$ cat config.mk
export PLATFORM = sky130hd
export DESIGN_NAME = mem_port_arbiter
export DESIGN_NICKNAME = d
export VERILOG_FILES = /design/src/rtl/mem_port_arbiter_pkg.sv /design/src/rtl/mem_port_arbiter_rr_arbiter2.sv /design/src/rtl/mem_port_arbiter.sv
export SDC_FILE = /design/constraint.sdc
export NUM_CORES = 1
export LEC_CHECK = 0
export CELL_PAD_IN_SITES_DETAIL_PLACEMENT = 0
export CELL_PAD_IN_SITES_GLOBAL_PLACEMENT = 1
export CORE_UTILIZATION = 31
export DETAILED_ROUTE_END_ITERATION = 12
export MAX_ROUTING_LAYER = met4
export PLACE_DENSITY = 0.9
export SLEW_MARGIN = 0
export SYNTH_ARGS = -nofsm -noshare
export SYNTH_HDL_FRONTEND = slang
export SYNTH_SLANG_ARGS = --single-unit
$ cat constraint.sdc
create_clock -name iClk -period 2.5 [get_ports iClk]
set_clock_uncertainty 0.2 [all_clocks]
set_input_delay 0.25 -clock iClk [delete_from_list [all_inputs] [get_ports iClk]]
set_output_delay 0.25 -clock iClk [all_outputs]
set_load 0.01 [all_outputs]
$ cat src/rtl/mem_port_arbiter_pkg.sv
// Shared definitions for the two-port memory arbiter: FSM encodings,
// memory direction constants and the round-robin pointer update rule.
package mem_port_arbiter_pkg;

   typedef enum logic [1:0] {
      ST_IDLE   = 2'd0,
      ST_ACCESS = 2'd1,
      ST_DONE   = 2'd2
   } state_t;

   localparam logic MEM_READ  = 1'b1;
   localparam logic MEM_WRITE = 1'b0;

   // Wide enough for LATENCY-1 with LATENCY up to 15
   localparam int CNT_W = 4;

   function automatic logic nextPtr(input logic winner);
      return ~winner;
   endfunction

endpackage

$ cat src/rtl/mem_port_arbiter_rr_arbiter2.sv
// Combinational two-way round-robin picker; the pointer register lives in the parent.
module rr_arbiter2 (
   input  logic [1:0] iReq,
   input  logic       iPtr,
   output logic [1:0] oGnt
);

   // On contention the pointer decides: 0 favours port 0, 1 favours port 1
   always_comb begin
      oGnt = 2'b00;
      if (iReq == 2'b11) begin
         oGnt = iPtr ? 2'b10 : 2'b01;
      end else begin
         oGnt = iReq;
      end
   end

endmodule

$ cat src/rtl/mem_port_arbiter.sv
// Shares one external memory port between the CPU (port 0) and a secondary master
// (port 1) using round-robin arbitration and a fixed-latency access sequencer.
module mem_port_arbiter
   import mem_port_arbiter_pkg::*;
#(
   parameter int LATENCY = 1,
   parameter int ADDR_W  = 32,
   parameter int DATA_W  = 32
) (
   input  logic              iClk,
   input  logic              nRst,
   input  logic              iReq0,
   input  logic              iRW0,
   input  logic [ADDR_W-1:0] iAddr0,
   input  logic [DATA_W-1:0] iWData0,
   output logic              oAck0,
   output logic [DATA_W-1:0] oRData0,
   input  logic              iReq1,
   input  logic              iRW1,
   input  logic [ADDR_W-1:0] iAddr1,
   input  logic [DATA_W-1:0] iWData1,
   output logic              oAck1,
   output logic [DATA_W-1:0] oRData1,
   output logic [ADDR_W-1:0] oMemAddr,
   output logic [DATA_W-1:0] oMemData,
   input  logic [DATA_W-1:0] iMemData,
   output logic              oMemRW,
   output logic              oMemEn,
   output logic              oBusy
);

   state_t              r_state;
   logic [CNT_W-1:0]    r_cnt;
   logic                r_ptr;
   logic                r_winner;
   logic [ADDR_W-1:0]   r_memAddr;
   logic [DATA_W-1:0]   r_memData;
   logic                r_memRW;
   logic                r_memEn;
   logic                r_ack0;
   logic                r_ack1;
   logic [DATA_W-1:0]   r_rData0;
   logic [DATA_W-1:0]   r_rData1;
   logic [1:0]          w_gnt;

   rr_arbiter2 uArb (
      .iReq (iReq0 ? {iReq1, 1'b1} : {iReq1, 1'b0}),
      .iPtr (r_ptr),
      .oGnt (w_gnt)
   );

   // Single sequencer: the grant latches the winner's request, the counter paces
   // the access, and acks are one-cycle pulses cleared by default every cycle.
   always_ff @(posedge iClk or negedge nRst) begin
      if (!nRst) begin
         r_state   <= ST_IDLE;
         r_cnt     <= '0;
         r_ptr     <= 1'b0;
         r_winner  <= 1'b0;
         r_memAddr <= '0;
         r_memData <= '0;
         r_memRW   <= MEM_WRITE;
         r_memEn   <= 1'b0;
         r_ack0    <= 1'b0;
         r_ack1    <= 1'b0;
         r_rData0  <= '0;
         r_rData1  <= '0;
      end else begin
         r_ack0 <= 1'b0;
         r_ack1 <= 1'b0;
         case (r_state)
            ST_IDLE: begin
               if (w_gnt != 2'b00) begin
                  r_winner  <= w_gnt[1];
                  r_memRW   <= w_gnt[1] ? iRW1    : iRW0;
                  r_memAddr <= w_gnt[1] ? iAddr1  : iAddr0;
                  r_memData <= w_gnt[1] ? iWData1 : iWData0;
                  r_memEn   <= 1'b1;
                  r_cnt     <= CNT_W'(LATENCY - 1);
                  r_state   <= ST_ACCESS;
               end
            end
            ST_ACCESS: begin
               if (r_cnt == '0) begin
                  if (r_memRW == MEM_READ) begin
                     if (r_winner) begin
                        r_rData1 <= iMemData;
                     end else begin
                        r_rData0 <= iMemData;
                     end
                  end
                  r_memEn <= 1'b0;
                  r_ack0  <= ~r_winner;
                  r_ack1  <= r_winner;
                  r_state <= ST_DONE;
               end else begin
                  r_cnt <= r_cnt - CNT_W'(1);
               end
            end
            ST_DONE: begin
               r_ptr   <= nextPtr(r_winner);
               r_state <= ST_IDLE;
            end
            default: begin
               r_state <= ST_IDLE;
            end
         endcase
      end
   end

   assign oAck0    = r_ack0;
   assign oAck1    = r_ack1;
   assign oRData0  = r_rData0;
   assign oRData1  = r_rData1;
   assign oMemAddr = r_memAddr;
   assign oMemData = r_memData;
   assign oMemRW   = r_memRW;
   assign oMemEn   = r_memEn;
   assign oBusy    = (r_state != ST_IDLE);

endmodule

-- Word level (Yosys, flattened, before mapping)
Cells that the tools add are included.
- register bits: 140
- latch bits: 0
- bits in writable memories: 0
- ROM bits: 0
- word-level logic and storage cells: 50
- memories: 0
- add/subtract/negate cells: 1
- multipliers: 0
- div/mod/pow operators: 0
- $lt $le $gt $ge: 0
- equality and inequality tests: 6
- shift operators: 0
- mux-type cells: 19
- bitwise logic cells: 1
- reduce and logical (&&, ||, !) cells: 11
- operators by type and width (cell ; count):
    two-way mux 32 bit ; 2
    two-way mux 1 bit ; 8
    two-way mux 2 bit ; 4
    two-way mux 4 bit ; 2
    case mux 4 bit (2 select lines) ; 1
    AND reduction 4 bit ; 2
    inequality test 2 bit, second input constant ; 3
    AND reduction 3 bit ; 2
    nonzero test 2 bit ; 3
    == test 2 bit, second input constant ; 2
    logical NOT 4 bit ; 1
    case mux 2 bit (2 select lines) ; 1
    AND reduction 2 bit ; 2
    subtractor 4 x 1 -> 4 bit, second input constant ; 1
    == test 2 x 1 -> 1 bit, second input constant ; 1
    logical NOT 2 bit ; 1
    case mux 1 bit (2 select lines) ; 1
    inverter 1 bit ; 1

-- Longest topological paths before layout
Gate-level depths: netlist (run 1).
- depth after elaboration: 6
- mapped depth: 7
- gate-level depth less buffers: 5

-- By module
A second synthesis (run 1) with hierarchy kept.
- cell total of the unflattened synthesis: 473
- area, all modules: 5969.5 um^2
- modules (own cells, without submodules) (module ; times used ; cells an instance ; area each (um^2)):
    mem_port_arbiter ; 1 ; 470 ; 5950.7
    rr_arbiter2 ; 1 ; 3 ; 18.8

-- Worst setup path before layout (run 1)
OpenSTA, ideal clock, no wires.
- path type: register -> register
- start: reg r_cnt[0]
- end: reg r_rData0[10], in the netlist oRData0[10]
- setup time: 125 ps
- data arrival time: 1790 ps
- required time: 2175 ps
- slack: 385 ps
- cell stages (with the launch flop): 8
- path buffers: 2
- clock period less this slack: 2115 ps
- path through: dfrtp_1 -> inv_1 -> ha_1 -> nand2b_1 -> or4_1 -> buf_2 -> buf_6 -> mux2_4
- cells in the longest elaborated chain, start to end: 2
- RTL lines (element ; RTL line ; text):
    start, declared ; mem_port_arbiter.sv:33 ; logic [CNT_W-1:0] r_cnt;
    start signal, assigned ; mem_port_arbiter.sv:79 ; r_cnt <= CNT_W'(LATENCY - 1);
    start signal, assigned ; mem_port_arbiter.sv:97 ; r_cnt <= r_cnt - CNT_W'(1);
    logical NOT 4 bit ; mem_port_arbiter.sv:84 ; if (r_cnt == '0) begin
    AND reduction 4 bit (no line) ; -- ;
    end signal, assigned ; mem_port_arbiter.sv:89 ; r_rData0 <= iMemData;
    end, declared ; mem_port_arbiter.sv:42 ; logic [DATA_W-1:0] r_rData0;
Every way passes these cells.
A chain may end at the register's enable or synchronous reset.

-- Final worst setup path (run 1)
- start: reg r_cnt[2]
- end: reg r_rData0[22], in the netlist oRData0[22]
The elaborated chain is that of the path after synthesis.

==> impl_metrics.yaml, run 1 <==
run_status:
  status: "finished, final reports clean"
clocking:
  clkTransAtPathRegs_ns: 0.07
  clock_latency_ns: 0.41
  holdBufCountCts: 1
  clock_sinks: 140
  htreeDepth: 4
  clk_path_buf_depth: 2
  cts_setup_buffers: 0
  cts_root_buf: "clkbuf_16"
  cts_tree: "yes"
  numCtsBuffers: 17
  cts_resized: 0
placement:
  hpwl_um: 13860
  place_congestion: 0.7773
  numPortBuffers: 298
floorplan:
  fp.dieW_um: 144.6
  die_area_sq_mm: 0.02090
  die_h_um: 144.6
  io_pins: 299
  start_util_pct: 31.95
  coreArea_sq_mm: 0.01972
  rows: 51
logic_synthesis:
  synth.cell_area_sq_mm: 0.006300
  syn_inst: 499
  synth.top_cell.area_share_pct: 55.61
  ys_top_cells_by_area: "dfrtp_1, a311oi_1, a2bb2oi_1"
  ys_seq_elements: 140
  synth.net_count: 667
  synth_warnings: 0
  yosysMostFrequentCell: "dfrtp_1"
  netlist_top_cells_count: "dfrtp_1, o21ai_0, a311oi_1"
  yosysUniqueCellTypes: 29
  yosys.area.top_type: "dfrtp_1"
  postSynthAreaPerCell_sq_um: 12.62
  ys_seq_area_share_pct: 55.61
  async_flop_share_pct: 100.0
  ys.flop_type: "dfrtp_1"
  synth-edff-count: 0
routing:
  first_pass_iters: 4
  vias_per_cell: 5.237
  drc: 0
  num_vias: 5525
  drt_wl_total_um: 20600
  wl_per_cell_um: 19.53
  antenna_left: 0
  drtIter0Drc: 201
global_route:
  grt_antenna_before_repair: 1
  grt_start_max_net_pins: 67
  grt_pass1_wl_um: 31060
  globalRouteOverflowTotal: 0
  gr-usage-all-layers_pct: 20.18
  grt_pass1_vias: 5771
timing:
  slew_viol_final: 0
  period_needed_ns: 2.305
  fmax_ghz: 0.4339
  slew-limit-headroom_pct: 60.89
  setup_viol: 0
  tightest_slew_ns: 0.5866
  rsz0062_at_grt: "no"
  finalHoldViolations: 0
  fin_crit_sh_pct: 92.19
  tns_ns: 0
  hold_slack_ns: 0.1050
power_and_ir_drop:
  irDropWorstVdd_mv: 0.4768
  power_switching_uw: 4385
  leakagePower_uw: 0.004110
  pwr-share-seq_pct: 31.7
  clkPwrFrac_pct: 18.5
  p_sw_share_pct: 34.01
  power_density_mw_per_mm2: 1264
  total_power_uw: 12890
  combPwrFrac_pct: 49.9
  intPower_uw: 8508
layout:
  fin_nets: 945
  drive_gt1_share_pct: 15.34
  area_growth_pct: 61.89
  finish.utilization_pct: 51.72
worst_setup_path:
  worstPathArrival_ns: 2.40
  crit_fanout: 32
  worstSetupStartpoint: "r_cnt[2]"
  worst_setup_path_end_kind: "register"
  r2r-start: "r_cnt[2]"
  critPathLaunchType: "register"
  required_ns: 2.60
  crit_type: "register to register"
min_path:
  hold_path.class: "primary input to async pin"
job:
  maxCapViolCount: 0
-- logic make-up (layout without fill, tap and decap cells) --
family,count (synthesis),in the layout,share of synthesized area (%)
simple gates,23,23,2.026
compound gates,205,205,24.13
other cells,0,1,0
buf+inv,62,352,4.131
flops,140,140,55.61
mux,67,67,13.70
fa+ha+maj,2,2,0.3972
-- power by group through the flow --
stage,combinational [uW],clock [uW],sequential (uW)
after floorplan,2710,0,4520
after global placement,6340,0,4080
after detailed placement,6460,0,4100
after CTS,6480,2450,4090
after global routing,6890,2560,4230
final,6430,2380,4080
-- cell type report --
class                   count  area [sq um]
diodes                      1         2.502
clock buffers              17         425.4
clock inverters            14         122.6
fillers                  1679          9519
inverters                   6         22.52
multi-input cells         297          2569
flip-flops and latches    140          3503
well taps                 265         331.6
repair buffers            315          3222
-- state kept, by name, indices dropped and copies added, names as in the netlist --
signal    cells
oAck0         1
oAck1         1
oMemAddr     32
oMemData     32
oMemEn        1
oMemRW        1
oRData0      32
oRData1      32
r_cnt         4
r_ptr         1
r_state       2
r_winner      1
-- layer usage --
metal  wire length, um  track usage [%]
met1              8735            23.82
met2              9992            32.64
met3              1543            5.629
met4               329            7.590
met5                 0                -
-- worst paths after layout --
kind / to / slack, ns / depth (start not counted)
worst max-delay path: oRData0[22] / 0.20 / 4
worst min-delay path: oRData0[26] / 0.10 / 2
worst max register to register: oRData0[22] / 0.20 / 4
worst min register to register: oRData1[6] / 0.29 / 1
max in group asynchronous: oMemAddr[23] / 1.34 / 3
min in group iClk: oMemData[17] / 0.19 / 3
-- layout by cell type (no fill, tap or decap), drive strengths merged --
master / count
nor2: 5
nand4: 1
dfrtp: 140
ha: 2
a2bb2oi: 64
o21ai: 70
buf: 18
or4: 1
a22oi: 1
or3b: 1
a311oi: 65
clkinv: 2
a21o: 3
nand2: 4
nor3: 4
diode: 1
and2: 1
inv: 14
mux2i: 3
nand2b: 3
clkbuf: 17
dlygate4sd3: 1
nor2b: 2
clkdlybuf4s50: 296
a21oi: 2
mux2: 64
clkinvlp: 4
or2: 1
-- stage by stage --
step	area, sq um	setup WS [ns]	instances
CTS	10200	0.1909	1054
global route	10200	0.1428	1055
floorplan	6300	0.3849	499
global placement	9638	0.2329	1022
detailed placement	9638	0.2038	1022
finish	10200	0.1953	1055
-- worst max-delay path: stages, from the launching register on --
cell and delay, ns:
dfrtp_1 0.39, or3b_4 0.44, or4_2 0.60, buf_12 0.22, mux2_4 0.32
No activity file was read; power rests on OpenSTA's default activity.
==> run 2, diff against run 1 <==
CTS_CLUSTER_SIZE = 14   (was unset)
==> results of run 2 <==
Same layout as run 1: the final DEF is identical, and so are final timing and power.
